File: src/rtl/ascon_pkg.sv
// Shared constants and FSM encoding for the Ascon-Hash message padder.
package ascon_pkg;
    localparam int         RATE_BW  = 64;
    localparam logic [7:0] PAD_BYTE = 8'h80;

    typedef enum logic [1:0] {
        FILL  = 2'd0,
        EMIT  = 2'd1,
        EXTRA = 2'd2
    } pad_state_e;
endpackage

File: src/rtl/ascon_msg_padder_if.sv
// Byte-stream input and rate-block output bundle of the padder.
// Optional blk_idx present when ASCON_PAD_BLKCNT_EN is defined.
interface ascon_msg_padder_if #(parameter int BW = ascon_pkg::RATE_BW) ();
    logic [7:0]    in_data;
    logic          in_valid;
    logic          in_last;
    logic          in_empty;
    logic          in_ready;
    logic [BW-1:0] blk_data;
    logic          blk_valid;
    logic          blk_first;
    logic          blk_last;
    logic          blk_ready;
    logic [7:0]    m_length;
    logic          len_ovf;
`ifdef ASCON_PAD_BLKCNT_EN
    logic [7:0]    blk_idx;
`endif

    modport slave (
        input  in_data, in_valid, in_last, in_empty, blk_ready,
        output in_ready, blk_data, blk_valid, blk_first, blk_last, m_length, len_ovf
`ifdef ASCON_PAD_BLKCNT_EN
        , output blk_idx
`endif
    );

    modport master (
        output in_data, in_valid, in_last, in_empty, blk_ready,
        input  in_ready, blk_data, blk_valid, blk_first, blk_last, m_length, len_ovf
`ifdef ASCON_PAD_BLKCNT_EN
        , input blk_idx
`endif
    );
endinterface

File: src/rtl/ascon_byte_packer.sv
// Big-endian byte lane writer with lane index and 0x80/zero pad fill.
module ascon_byte_packer
    import ascon_pkg::*;
#(
    parameter int BW = RATE_BW,
    localparam int NB = BW / 8,
    localparam int IW = $clog2(NB + 1)
) (
    input  logic          clk,
    input  logic          rst,
    input  logic          clr,
    input  logic          push,
    input  logic          pad,
    input  logic          load_pad,
    input  logic [7:0]    byte_in,
    output logic [BW-1:0] data,
    output logic          full
);
    logic [BW-1:0] data_q, data_d;
    logic [IW-1:0] idx_q, idx_d;
    logic [IW-1:0] k;

    always_comb begin
        k      = idx_q + IW'(push);
        data_d = data_q;
        idx_d  = k;
        for (int i = 0; i < NB; i++) begin
            if (push && IW'(i) == idx_q)
                data_d[BW-1-8*i -: 8] = byte_in;
            // Pad lands on the lane after the final byte; later lanes zeroed.
            if (pad && IW'(i) == k)
                data_d[BW-1-8*i -: 8] = PAD_BYTE;
            else if (pad && IW'(i) > k)
                data_d[BW-1-8*i -: 8] = 8'h00;
        end
        if (load_pad) begin
            data_d = {PAD_BYTE, {(BW-8){1'b0}}};
            idx_d  = '0;
        end
        if (clr) begin
            data_d = '0;
            idx_d  = '0;
        end
    end

    always_ff @(posedge clk or posedge rst) begin
        if (rst) begin
            data_q <= '0;
            idx_q  <= '0;
        end else begin
            data_q <= data_d;
            idx_q  <= idx_d;
        end
    end

    assign data = data_q;
    assign full = (k == IW'(NB));
endmodule

File: src/rtl/ascon_msg_padder.sv
// Ascon-Hash message padder: byte stream in, padded BW-bit rate blocks out.
// Optional block index output enabled by ASCON_PAD_BLKCNT_EN.
module ascon_msg_padder
    import ascon_pkg::*;
#(
    parameter int BW = RATE_BW
) (
    input  logic               clk,
    input  logic               rst,
    ascon_msg_padder_if.slave  bus
);
    pad_state_e state_q, state_d;
    logic       in_ready_q, in_ready_d;
    logic       blk_valid_q, blk_valid_d;
    logic       blk_first_q, blk_first_d;
    logic       blk_last_q, blk_last_d;
    logic [7:0] m_length_q, m_length_d;
    logic       len_ovf_q, len_ovf_d;
    logic       first_q, first_d;
    logic       new_msg_q, new_msg_d;
    logic       pad_pending_q, pad_pending_d;
    logic       acc, push, pad, consume, full, clr, load_pad;
`ifdef ASCON_PAD_BLKCNT_EN
    logic [7:0] blk_idx_q, blk_idx_d;
`endif

    assign acc     = (state_q == FILL) && in_ready_q && bus.in_valid;
    assign push    = acc && !(bus.in_last && bus.in_empty);
    assign pad     = acc && bus.in_last;
    assign consume = blk_valid_q && bus.blk_ready;

    ascon_byte_packer #(.BW(BW)) u_packer (
        .clk(clk), .rst(rst), .clr(clr), .push(push), .pad(pad),
        .load_pad(load_pad), .byte_in(bus.in_data), .data(bus.blk_data), .full(full)
    );

    always_comb begin
        state_d       = state_q;
        blk_last_d    = blk_last_q;
        m_length_d    = m_length_q;
        len_ovf_d     = len_ovf_q;
        first_d       = first_q;
        new_msg_d     = new_msg_q;
        pad_pending_d = pad_pending_q;
        clr           = 1'b0;
        load_pad      = 1'b0;
        case (state_q)
            FILL: if (acc) begin
                if (new_msg_q) begin
                    len_ovf_d = 1'b0;
                    new_msg_d = 1'b0;
                end
                if (push) begin
                    if (m_length_q == 8'hFF) len_ovf_d  = 1'b1;
                    else                     m_length_d = m_length_q + 8'd1;
                end
                // A last byte that fills the block defers its pad to EXTRA.
                if (full) begin
                    state_d       = EMIT;
                    blk_last_d    = 1'b0;
                    pad_pending_d = pad;
                end else if (pad) begin
                    state_d    = EMIT;
                    blk_last_d = 1'b1;
                end
            end
            EMIT: if (consume) begin
                first_d = 1'b0;
                if (pad_pending_q) begin
                    state_d       = EXTRA;
                    load_pad      = 1'b1;
                    pad_pending_d = 1'b0;
                    blk_last_d    = 1'b1;
                end else begin
                    state_d = FILL;
                    clr     = 1'b1;
                    if (blk_last_q) begin
                        m_length_d = 8'd0;
                        first_d    = 1'b1;
                        new_msg_d  = 1'b1;
                        blk_last_d = 1'b0;
                    end
                end
            end
            EXTRA: if (consume) begin
                state_d    = FILL;
                clr        = 1'b1;
                m_length_d = 8'd0;
                first_d    = 1'b1;
                new_msg_d  = 1'b1;
                blk_last_d = 1'b0;
            end
            default: state_d = FILL;
        endcase
        in_ready_d  = (state_d == FILL);
        blk_valid_d = (state_d != FILL);
        blk_first_d = (state_d != FILL) && first_d;
    end

`ifdef ASCON_PAD_BLKCNT_EN
    always_comb begin
        blk_idx_d = blk_idx_q;
        if (consume)
            blk_idx_d = blk_last_q ? 8'd0 : (blk_idx_q == 8'hFF ? 8'hFF : blk_idx_q + 8'd1);
    end
`endif

    always_ff @(posedge clk or posedge rst) begin
        if (rst) begin
            state_q       <= FILL;
            in_ready_q    <= 1'b0;
            blk_valid_q   <= 1'b0;
            blk_first_q   <= 1'b0;
            blk_last_q    <= 1'b0;
            m_length_q    <= 8'd0;
            len_ovf_q     <= 1'b0;
            first_q       <= 1'b1;
            new_msg_q     <= 1'b1;
            pad_pending_q <= 1'b0;
`ifdef ASCON_PAD_BLKCNT_EN
            blk_idx_q     <= 8'd0;
`endif
        end else begin
            state_q       <= state_d;
            in_ready_q    <= in_ready_d;
            blk_valid_q   <= blk_valid_d;
            blk_first_q   <= blk_first_d;
            blk_last_q    <= blk_last_d;
            m_length_q    <= m_length_d;
            len_ovf_q     <= len_ovf_d;
            first_q       <= first_d;
            new_msg_q     <= new_msg_d;
            pad_pending_q <= pad_pending_d;
`ifdef ASCON_PAD_BLKCNT_EN
            blk_idx_q     <= blk_idx_d;
`endif
        end
    end

    assign bus.in_ready  = in_ready_q;
    assign bus.blk_valid = blk_valid_q;
    assign bus.blk_first = blk_first_q;
    assign bus.blk_last  = blk_last_q;
    assign bus.m_length  = m_length_q;
    assign bus.len_ovf   = len_ovf_q;
`ifdef ASCON_PAD_BLKCNT_EN
    assign bus.blk_idx   = blk_idx_q;
`endif
endmodule
File: src/flat_wrapper.sv
// flat-port wrapper written by rule: the top's interface ports become plain ports
module ascon_msg_padder_flat import ascon_pkg::*;
#(
    parameter int BW = RATE_BW
)
  (clk, rst, bus_in_data, bus_in_valid, bus_in_last, bus_in_empty, bus_blk_ready, bus_in_ready, bus_blk_data, bus_blk_valid, bus_blk_first, bus_blk_last, bus_m_length, bus_len_ovf);
  ascon_msg_padder_if #(.BW(BW)) bus_i ();
  input  logic clk;
  input  logic rst;
  input wire logic [$bits(bus_i.in_data)-1:0] bus_in_data;
  input wire logic [$bits(bus_i.in_valid)-1:0] bus_in_valid;
  input wire logic [$bits(bus_i.in_last)-1:0] bus_in_last;
  input wire logic [$bits(bus_i.in_empty)-1:0] bus_in_empty;
  input wire logic [$bits(bus_i.blk_ready)-1:0] bus_blk_ready;
  output wire logic [$bits(bus_i.in_ready)-1:0] bus_in_ready;
  output wire logic [$bits(bus_i.blk_data)-1:0] bus_blk_data;
  output wire logic [$bits(bus_i.blk_valid)-1:0] bus_blk_valid;
  output wire logic [$bits(bus_i.blk_first)-1:0] bus_blk_first;
  output wire logic [$bits(bus_i.blk_last)-1:0] bus_blk_last;
  output wire logic [$bits(bus_i.m_length)-1:0] bus_m_length;
  output wire logic [$bits(bus_i.len_ovf)-1:0] bus_len_ovf;
  assign bus_i.in_data = bus_in_data;
  assign bus_i.in_valid = bus_in_valid;
  assign bus_i.in_last = bus_in_last;
  assign bus_i.in_empty = bus_in_empty;
  assign bus_i.blk_ready = bus_blk_ready;
  assign bus_in_ready = bus_i.in_ready;
  assign bus_blk_data = bus_i.blk_data;
  assign bus_blk_valid = bus_i.blk_valid;
  assign bus_blk_first = bus_i.blk_first;
  assign bus_blk_last = bus_i.blk_last;
  assign bus_m_length = bus_i.m_length;
  assign bus_len_ovf = bus_i.len_ovf;
  ascon_msg_padder #(.BW(BW)) u_core (.clk(clk), .rst(rst), .bus(bus_i));
endmodule
File: config.mk
export PLATFORM = sky130hd
export DESIGN_NAME = ascon_msg_padder_flat
export DESIGN_NICKNAME = d
export VERILOG_FILES = /design/src/rtl/ascon_pkg.sv /design/src/rtl/ascon_msg_padder_if.sv /design/src/rtl/ascon_byte_packer.sv /design/src/rtl/ascon_msg_padder.sv /design/src/flat_wrapper.sv
export SDC_FILE = /design/constraint.sdc
export NUM_CORES = 1
export LEC_CHECK = 0
export ABC_AREA = 1
export CAP_MARGIN = 5
export CORE_MARGIN = 1.5
export CORE_UTILIZATION = 30
export CTS_BUF_LIST = sky130_fd_sc_hd__clkbuf_2 sky130_fd_sc_hd__clkbuf_4 sky130_fd_sc_hd__clkbuf_8
export DETAILED_ROUTE_END_ITERATION = 8
export DONT_BUFFER_PORTS = 1
export MAX_ROUTING_LAYER = met4
export PLACE_DENSITY_LB_ADDON = 0.05
export SLEW_MARGIN = 25
export SYNTH_ARGS = -nofsm -noshare
export SYNTH_HDL_FRONTEND = slang
export SYNTH_SLANG_ARGS = --single-unit
File: constraint.sdc
create_clock -name clk -period 3.1 [get_ports clk]
set_input_delay 0.62 -clock clk [delete_from_list [all_inputs] [get_ports clk]]
set_output_delay 0.62 -clock clk [all_outputs]
set_load 0.1 [all_outputs]
==> run metrics, run 1 <==
starting density of the core=30.5%; global-route usage over all layers=16.6%; CP arrival=3060 ps; setup slack at placement=314 ps; overall die width=124 um; starting DRC count in detailed routing=210; post-route minimum period=2750 ps; required time at the endpoint of the critical path=3400 ps; cell type contributing the most total cell area after synthesis=sky130_fd_sc_hd__dfrtp_1; ant diodes=0; most common library cell in the layout ignoring fill and taps=sky130_fd_sc_hd__nand2_1; largest net degree at the start of global routing=50; clock root buffer=sky130_fd_sc_hd__clkbuf_8; routability-driven placement congestion ratio=0.878; top cells by area in the synthesized netlist=sky130_fd_sc_hd__dfrtp_1, sky130_fd_sc_hd__nand2_1, sky130_fd_sc_hd__inv_1; Post-Route Skew=12.3 ps; DRT antenna net count=0; final WL=12000 um; IO Count=91; final count of pins violating max slew=0; crit path launch type=flip-flop; worst hold slack=209 ps; total number of placement rows=44; ys async rst share=100%; Critical path buffers and inverters=2; Post-Syn Area=4420 um2; worst-case headroom to the max-slew limit=36.4%; most used cells in the layout excluding fill and tap cells=sky130_fd_sc_hd__nand2_1, sky130_fd_sc_hd__dfrtp_1, sky130_fd_sc_hd__inv_1; antenna violations before repair=0; global-route congestion overflow total=0; count of state elements after synthesis=86; total setup violations reported at the end of the flow=0; first-pass GRT wire length=19500 um; measured slew at the worst slew-check pin=953 ps; area share of the largest cell type after synthesis=47.6%; number of global-route vias before repair=3561; total half-perimeter wirelength after legalization and detailed placement=9080 um; via total after detailed routing=3549; clock-pin slew on the worst setup and hold paths=100 ps; final net count=574; standard cell core area=14500 um2; TritonCTS clock tree=done; final-layout fill cell count=1531; Clock Path Buffers=2; max-cap violation count=0; Final Hold Vio Count=0; DR pass1 iterations=4; average wire length per cell after detail routing=16.2 um; slowest CP cell=sky130_fd_sc_hd__dfrtp_1; Min-Delay Path Class=input port to asynchronous set/reset pin; Port-buffer cells=0; standard cell area after detailed placement=4710 um2; number of cells produced by synthesis=535; Ys Warns=0; post-layout instance area=4910 um2; Fmax achieved=0.363 GHz; number of flops mapped to enable cells by yosys=0; TritonCTS buffer count=9; layout overhead on the synthesized area=11.2%; Die Y-Extent=124 um; net count after synthesis=556; clock insertion delay at the later pin of the skew report=370 ps; sum of negative setup slack=0 ps; status=complete, no violations; count of clock tree sinks=86; fraction of the cycle the final worst path needs=88.8%; floorplan die area=15500 um2; start-to-end type of the worst setup path=flip-flop to flip-flop; critical path, cell by cell=inv_1 -> ha_1 -> nand3_2 -> a21oi_2 -> ha_1 -> ha_1 -> nand2_1 -> nand2_1 -> inv_2 -> nor2_8 -> nand2_2 -> nand2_4 -> nand2_4 -> nor2_4 -> nand2_1 -> o21ai_2; unrepaired setup endpoints after global routing=false; family of cells with the greatest summed delay on the critical path=simple AND/OR/NAND/NOR gates; Hold-fix buffers, CTS=0; post-detailed-route DRC marker count=0; top fanout value on the critical path=13; Mapped Avg Cell Area=8.26 um2; depth of the CTS H-tree=3; Critical Path Max Stage Delay=410 ps; register area share after synthesis=48.8%; setup ws final=347 ps; most frequently used flop master after synthesis=sky130_fd_sc_hd__dfrtp_1; sort of element at the end of the critical path=flip-flop; Cell variety after synth=34; detail-routed via count per cell=4.78; layout cells sized above 1=16.7%
[layout make-up]
type                    count  area [um2]  area share [%]
inverters                  76         287            5.83
clock buffers              10         138            2.80
flip-flops and latches     86        2150            43.9
clock inverters             6        61.3            1.25
multi-input cells         365        1920            39.0
repair buffers             15         125            2.55
well taps                 184         230            4.69
[worst register-to-register path: cells and delay by family, from the launching register on]
kind	cells	cell delay (ps)
simple gates	9	1170
fa+ha+maj	3	650
flops	1	410
compound gates	2	240
buf+inv	2	230
[per-layer routing]
metal,global-route usage (%),wire [um]
met1,22.0,5680
met2,25.2,5580
met3,3.44,567
met4,5.75,180
met5,-,0
[flip-flops by register name, indices dropped and copies added (netlist names)]
| signal | count |
|---|---|
| u_core.bus.m_length | 8 |
| u_core.bus.blk_valid | 1 |
| u_core.bus.in_ready | 1 |
| u_core.bus.blk_first | 1 |
| u_core.new_msg_q | 1 |
| u_core.u_packer.data | 64 |
| u_core.bus.blk_last | 1 |
| u_core.pad_pending_q | 1 |
| u_core.bus.len_ovf | 1 |
| u_core.state_q | 2 |
| u_core.first_q | 1 |
| u_core.u_packer.idx_q | 4 |
[cell usage after synthesis, types with 7 or more instances]
cell and n:
sky130_fd_sc_hd__nand2_1 141, sky130_fd_sc_hd__dfrtp_1 84, sky130_fd_sc_hd__inv_1 66, sky130_fd_sc_hd__o21ai_0 41, sky130_fd_sc_hd__nor2_1 31, sky130_fd_sc_hd__nand3_1 28, sky130_fd_sc_hd__nand4_1 18, sky130_fd_sc_hd__o21ai_1 16
sky130_fd_sc_hd__a21oi_1 13, sky130_fd_sc_hd__nand2_2 13, sky130_fd_sc_hd__inv_2 10, sky130_fd_sc_hd__o21ai_2 9, sky130_fd_sc_hd__o22ai_1 8, sky130_fd_sc_hd__ha_1 7
[metrics by stage]
step | cells | util (%)
2_1_floorplan | 535 | -
3_3_place_gp | 726 | 32.5
3_5_place_dp | 726 | 32.5
4_1_cts | 742 | 33.9
5_1_grt | 742 | 33.9
6_report | 742 | 33.9
[path summary, 6_finish.rpt]
kind / cells after the start / slack [ps] / endpoint / from
setup / recovery: 16 / 350 / u_core.u_packer.data[3]$_DFFE_PP0P_ / u_core.state_q[0]$_DFF_PP0_
hold / removal: 1 / 210 / u_core.u_packer.data[59]$_DFFE_PP0P_ / rst
setup reg to reg: 16 / 350 / u_core.u_packer.data[3]$_DFFE_PP0P_ / u_core.state_q[0]$_DFF_PP0_
hold reg to reg: 2 / 490 / u_core.new_msg_q$_DFFE_PP1P_ / u_core.new_msg_q$_DFFE_PP1P_
max in group asynchronous: 2 / 2170 / u_core.u_packer.data[38]$_DFFE_PP0P_ / rst
min in group clk: 2 / 400 / u_core.u_packer.data[30]$_DFFE_PP0P_ / bus_in_data[6]
[what timing repair did]
action	in CTS	in global routing
resized for setup	0	1
setup endpoints to repair	0	4
buffers inserted	0	0
[cell families (layout without fill, tap and decap cells)]
logic type	after synthesis	after routing	share of synthesized area [%]
AO/OA/AOI/OAI	93	93	11.9
AND/OR/NAND/NOR	261	261	28.5
buffers and inverters	84	107	7.98
adder cells (fa/ha/maj)	7	7	1.98
flip-flops	86	86	48.8
XOR/XNOR	4	4	0.793
Power of run 1 is left out: the tool's default activity adds up to more than one toggle a clock period on the data nets, which glitch-free logic cannot reach.
==> inputs of run 2 (changes only) <==
--- a/config.mk
+++ b/config.mk
@@ -12,9 +12,8 @@
 export CTS_BUF_LIST = sky130_fd_sc_hd__clkbuf_2 sky130_fd_sc_hd__clkbuf_4 sky130_fd_sc_hd__clkbuf_8
 export DETAILED_ROUTE_END_ITERATION = 8
 export DONT_BUFFER_PORTS = 1
-export MAX_ROUTING_LAYER = met4
 export PLACE_DENSITY_LB_ADDON = 0.05
-export SLEW_MARGIN = 25
+export SLEW_MARGIN = 15
 export SYNTH_ARGS = -nofsm -noshare
 export SYNTH_HDL_FRONTEND = slang
 export SYNTH_SLANG_ARGS = --single-unit
==> run metrics, run 2 (same netlist as run 1, synthesis figures left out) <==
Critical Path Max Stage Delay=410 ps (about the same); start-to-end type of the worst setup path=flip-flop to flip-flop (unchanged); post-route minimum period=2750 ps (about the same); starting DRC count in detailed routing=215 (was 210); first-pass GRT wire length=19500 um (about the same); ant diodes=0 (unchanged); IO Count=91 (unchanged); TritonCTS clock tree=done (unchanged); largest net degree at the start of global routing=50 (unchanged); DRT antenna net count=0 (unchanged); average wire length per cell after detail routing=16.1 um (was 16.2 um); launching point of the worst reg2reg path=u_core.state_q[0]$_DFF_PP0_ (unchanged); global-route congestion overflow total=0 (unchanged); slowest CP cell=sky130_fd_sc_hd__dfrtp_1 (unchanged); post-CTS setup buffers=0 (unchanged); Fmax achieved=0.364 GHz (was 0.363 GHz); most common library cell in the layout ignoring fill and taps=sky130_fd_sc_hd__nand2_1 (unchanged); floorplan die area=15500 um2 (unchanged); fraction of the cycle the final worst path needs=88.7% (was 88.8%); sum of negative setup slack=0 ps (unchanged); starting density of the core=30.5% (unchanged); unrepaired setup endpoints after global routing=false (unchanged); top fanout value on the critical path=13 (unchanged); final count of pins violating max slew=0 (unchanged); total setup violations reported at the end of the flow=0 (unchanged); number of flip-flops under the largest register name=64 (unchanged); layout overhead on the synthesized area=11.2% (unchanged); required time at the endpoint of the critical path=3400 ps (about the same); DR pass1 iterations=5 (was 4); final net count=574 (unchanged); clock insertion delay at the later pin of the skew report=370 ps (about the same); clock root buffer=sky130_fd_sc_hd__clkbuf_8 (unchanged); post-detailed-route DRC marker count=0 (unchanged); overall die width=124 um (unchanged); TritonCTS buffer count=9 (unchanged); sort of element at the end of the critical path=flip-flop (unchanged); max-cap violation count=0 (unchanged); routability-driven placement congestion ratio=0.864 (was 0.878); Post-Route Skew=12.4 ps (was 12.3 ps); number of global-route vias before repair=3563 (was 3561); worst-case headroom to the max-slew limit=36.5% (was 36.4%); antenna violations before repair=0 (unchanged); detail-routed via count per cell=4.76 (was 4.78); critical path launch point=u_core.state_q[0]$_DFF_PP0_ (unchanged); crit path launch type=flip-flop (unchanged); Final Hold Vio Count=0 (unchanged); worst reg2reg setup slack=350 ps (about the same); critical path, cell by cell=inv_1 -> ha_1 -> nand3_2 -> a21oi_2 -> ha_1 -> ha_1 -> nand2_1 -> nand2_1 -> inv_2 -> nor2_8 -> nand2_2 -> nand2_4 -> nand2_4 -> nor2_4 -> nand2_1 -> o21ai_2 (unchanged); standard cell core area=14500 um2 (unchanged); CP arrival=3050 ps (was 3060 ps); Min-Delay Path Class=input port to asynchronous set/reset pin (unchanged); measured slew at the worst slew-check pin=953 ps (about the same); total number of placement rows=44 (unchanged); Die Y-Extent=124 um (unchanged); clock-pin slew on the worst setup and hold paths=90 ps (was 100 ps); via total after detailed routing=3530 (was 3549); depth of the CTS H-tree=3 (unchanged); final WL=12000 um (about the same); global-route usage over all layers=16.0% (was 16.6%); total half-perimeter wirelength after legalization and detailed placement=9080 um (unchanged); count of clock tree sinks=86 (unchanged); layout cells sized above 1=16.7% (unchanged); Clock Path Buffers=2 (unchanged); most used cells in the layout excluding fill and tap cells=sky130_fd_sc_hd__nand2_1, sky130_fd_sc_hd__dfrtp_1, sky130_fd_sc_hd__inv_1 (unchanged); status=complete, no violations (unchanged); Port-buffer cells=0 (unchanged)
-- run 2: critical path, delay by kind of cell (launching register included) --
kind | cells | cell delay [ps]
flip-flops | 1 | 410
AO/OA/AOI/OAI | 2 | 230
AND/OR/NAND/NOR | 9 | 1160
buffers and inverters | 2 | 230
adder cells (fa/ha/maj) | 3 | 650
-- run 2: timing repair --
item,4_1_cts,5_1_grt
endpoints found under the hold margin,0,0
hold buffers,0,0
endpoints found under the setup margin,0,3
gates resized for setup,0,1
-- run 2: stage by stage --
step	instance area, um2	util [%]	hold WS [ps]	cells	worst slack, ps
6_report	4910	33.9	215	742	350
5_1_grt	4910	33.9	258	742	29.5
4_1_cts	4910	33.9	229	742	312
3_5_place_dp	4710	32.5	483	726	314
3_3_place_gp	4710	32.5	483	726	428
2_1_floorplan	4420	-	467	535	247
-- run 2: metal layers --
layer,vias to the layer above,GRT usage (%),routed length [um]
met1,1668,21.7,5760
met3,15,3.52,505
met5,-,0,0
met4,0,5.75,198
met2,77,25.2,5520
li1,1770,-,-
-- run 2: final timing paths --
path,to,depth (start not counted)
worst min register to register,u_core.new_msg_q$_DFFE_PP1P_,2
max in group asynchronous,u_core.u_packer.data[40]$_DFFE_PP0P_,2
worst min-delay path,u_core.u_packer.data[59]$_DFFE_PP0P_,1
worst max register to register,u_core.u_packer.data[3]$_DFFE_PP0P_,16
min in group clk,u_core.u_packer.data[30]$_DFFE_PP0P_,2
worst max-delay path,u_core.u_packer.data[3]$_DFFE_PP0P_,16
-- run 2: layout make-up --
type	instances	area (um2)
fillers	1531	9570
clock inverters	6	61.3
multi-input cells	365	1920
clock buffers	10	138
repair buffers	15	125
well taps	184	230
flip-flops and latches	86	2150
inverters	76	287
Power of run 2 is left out for the same reason.
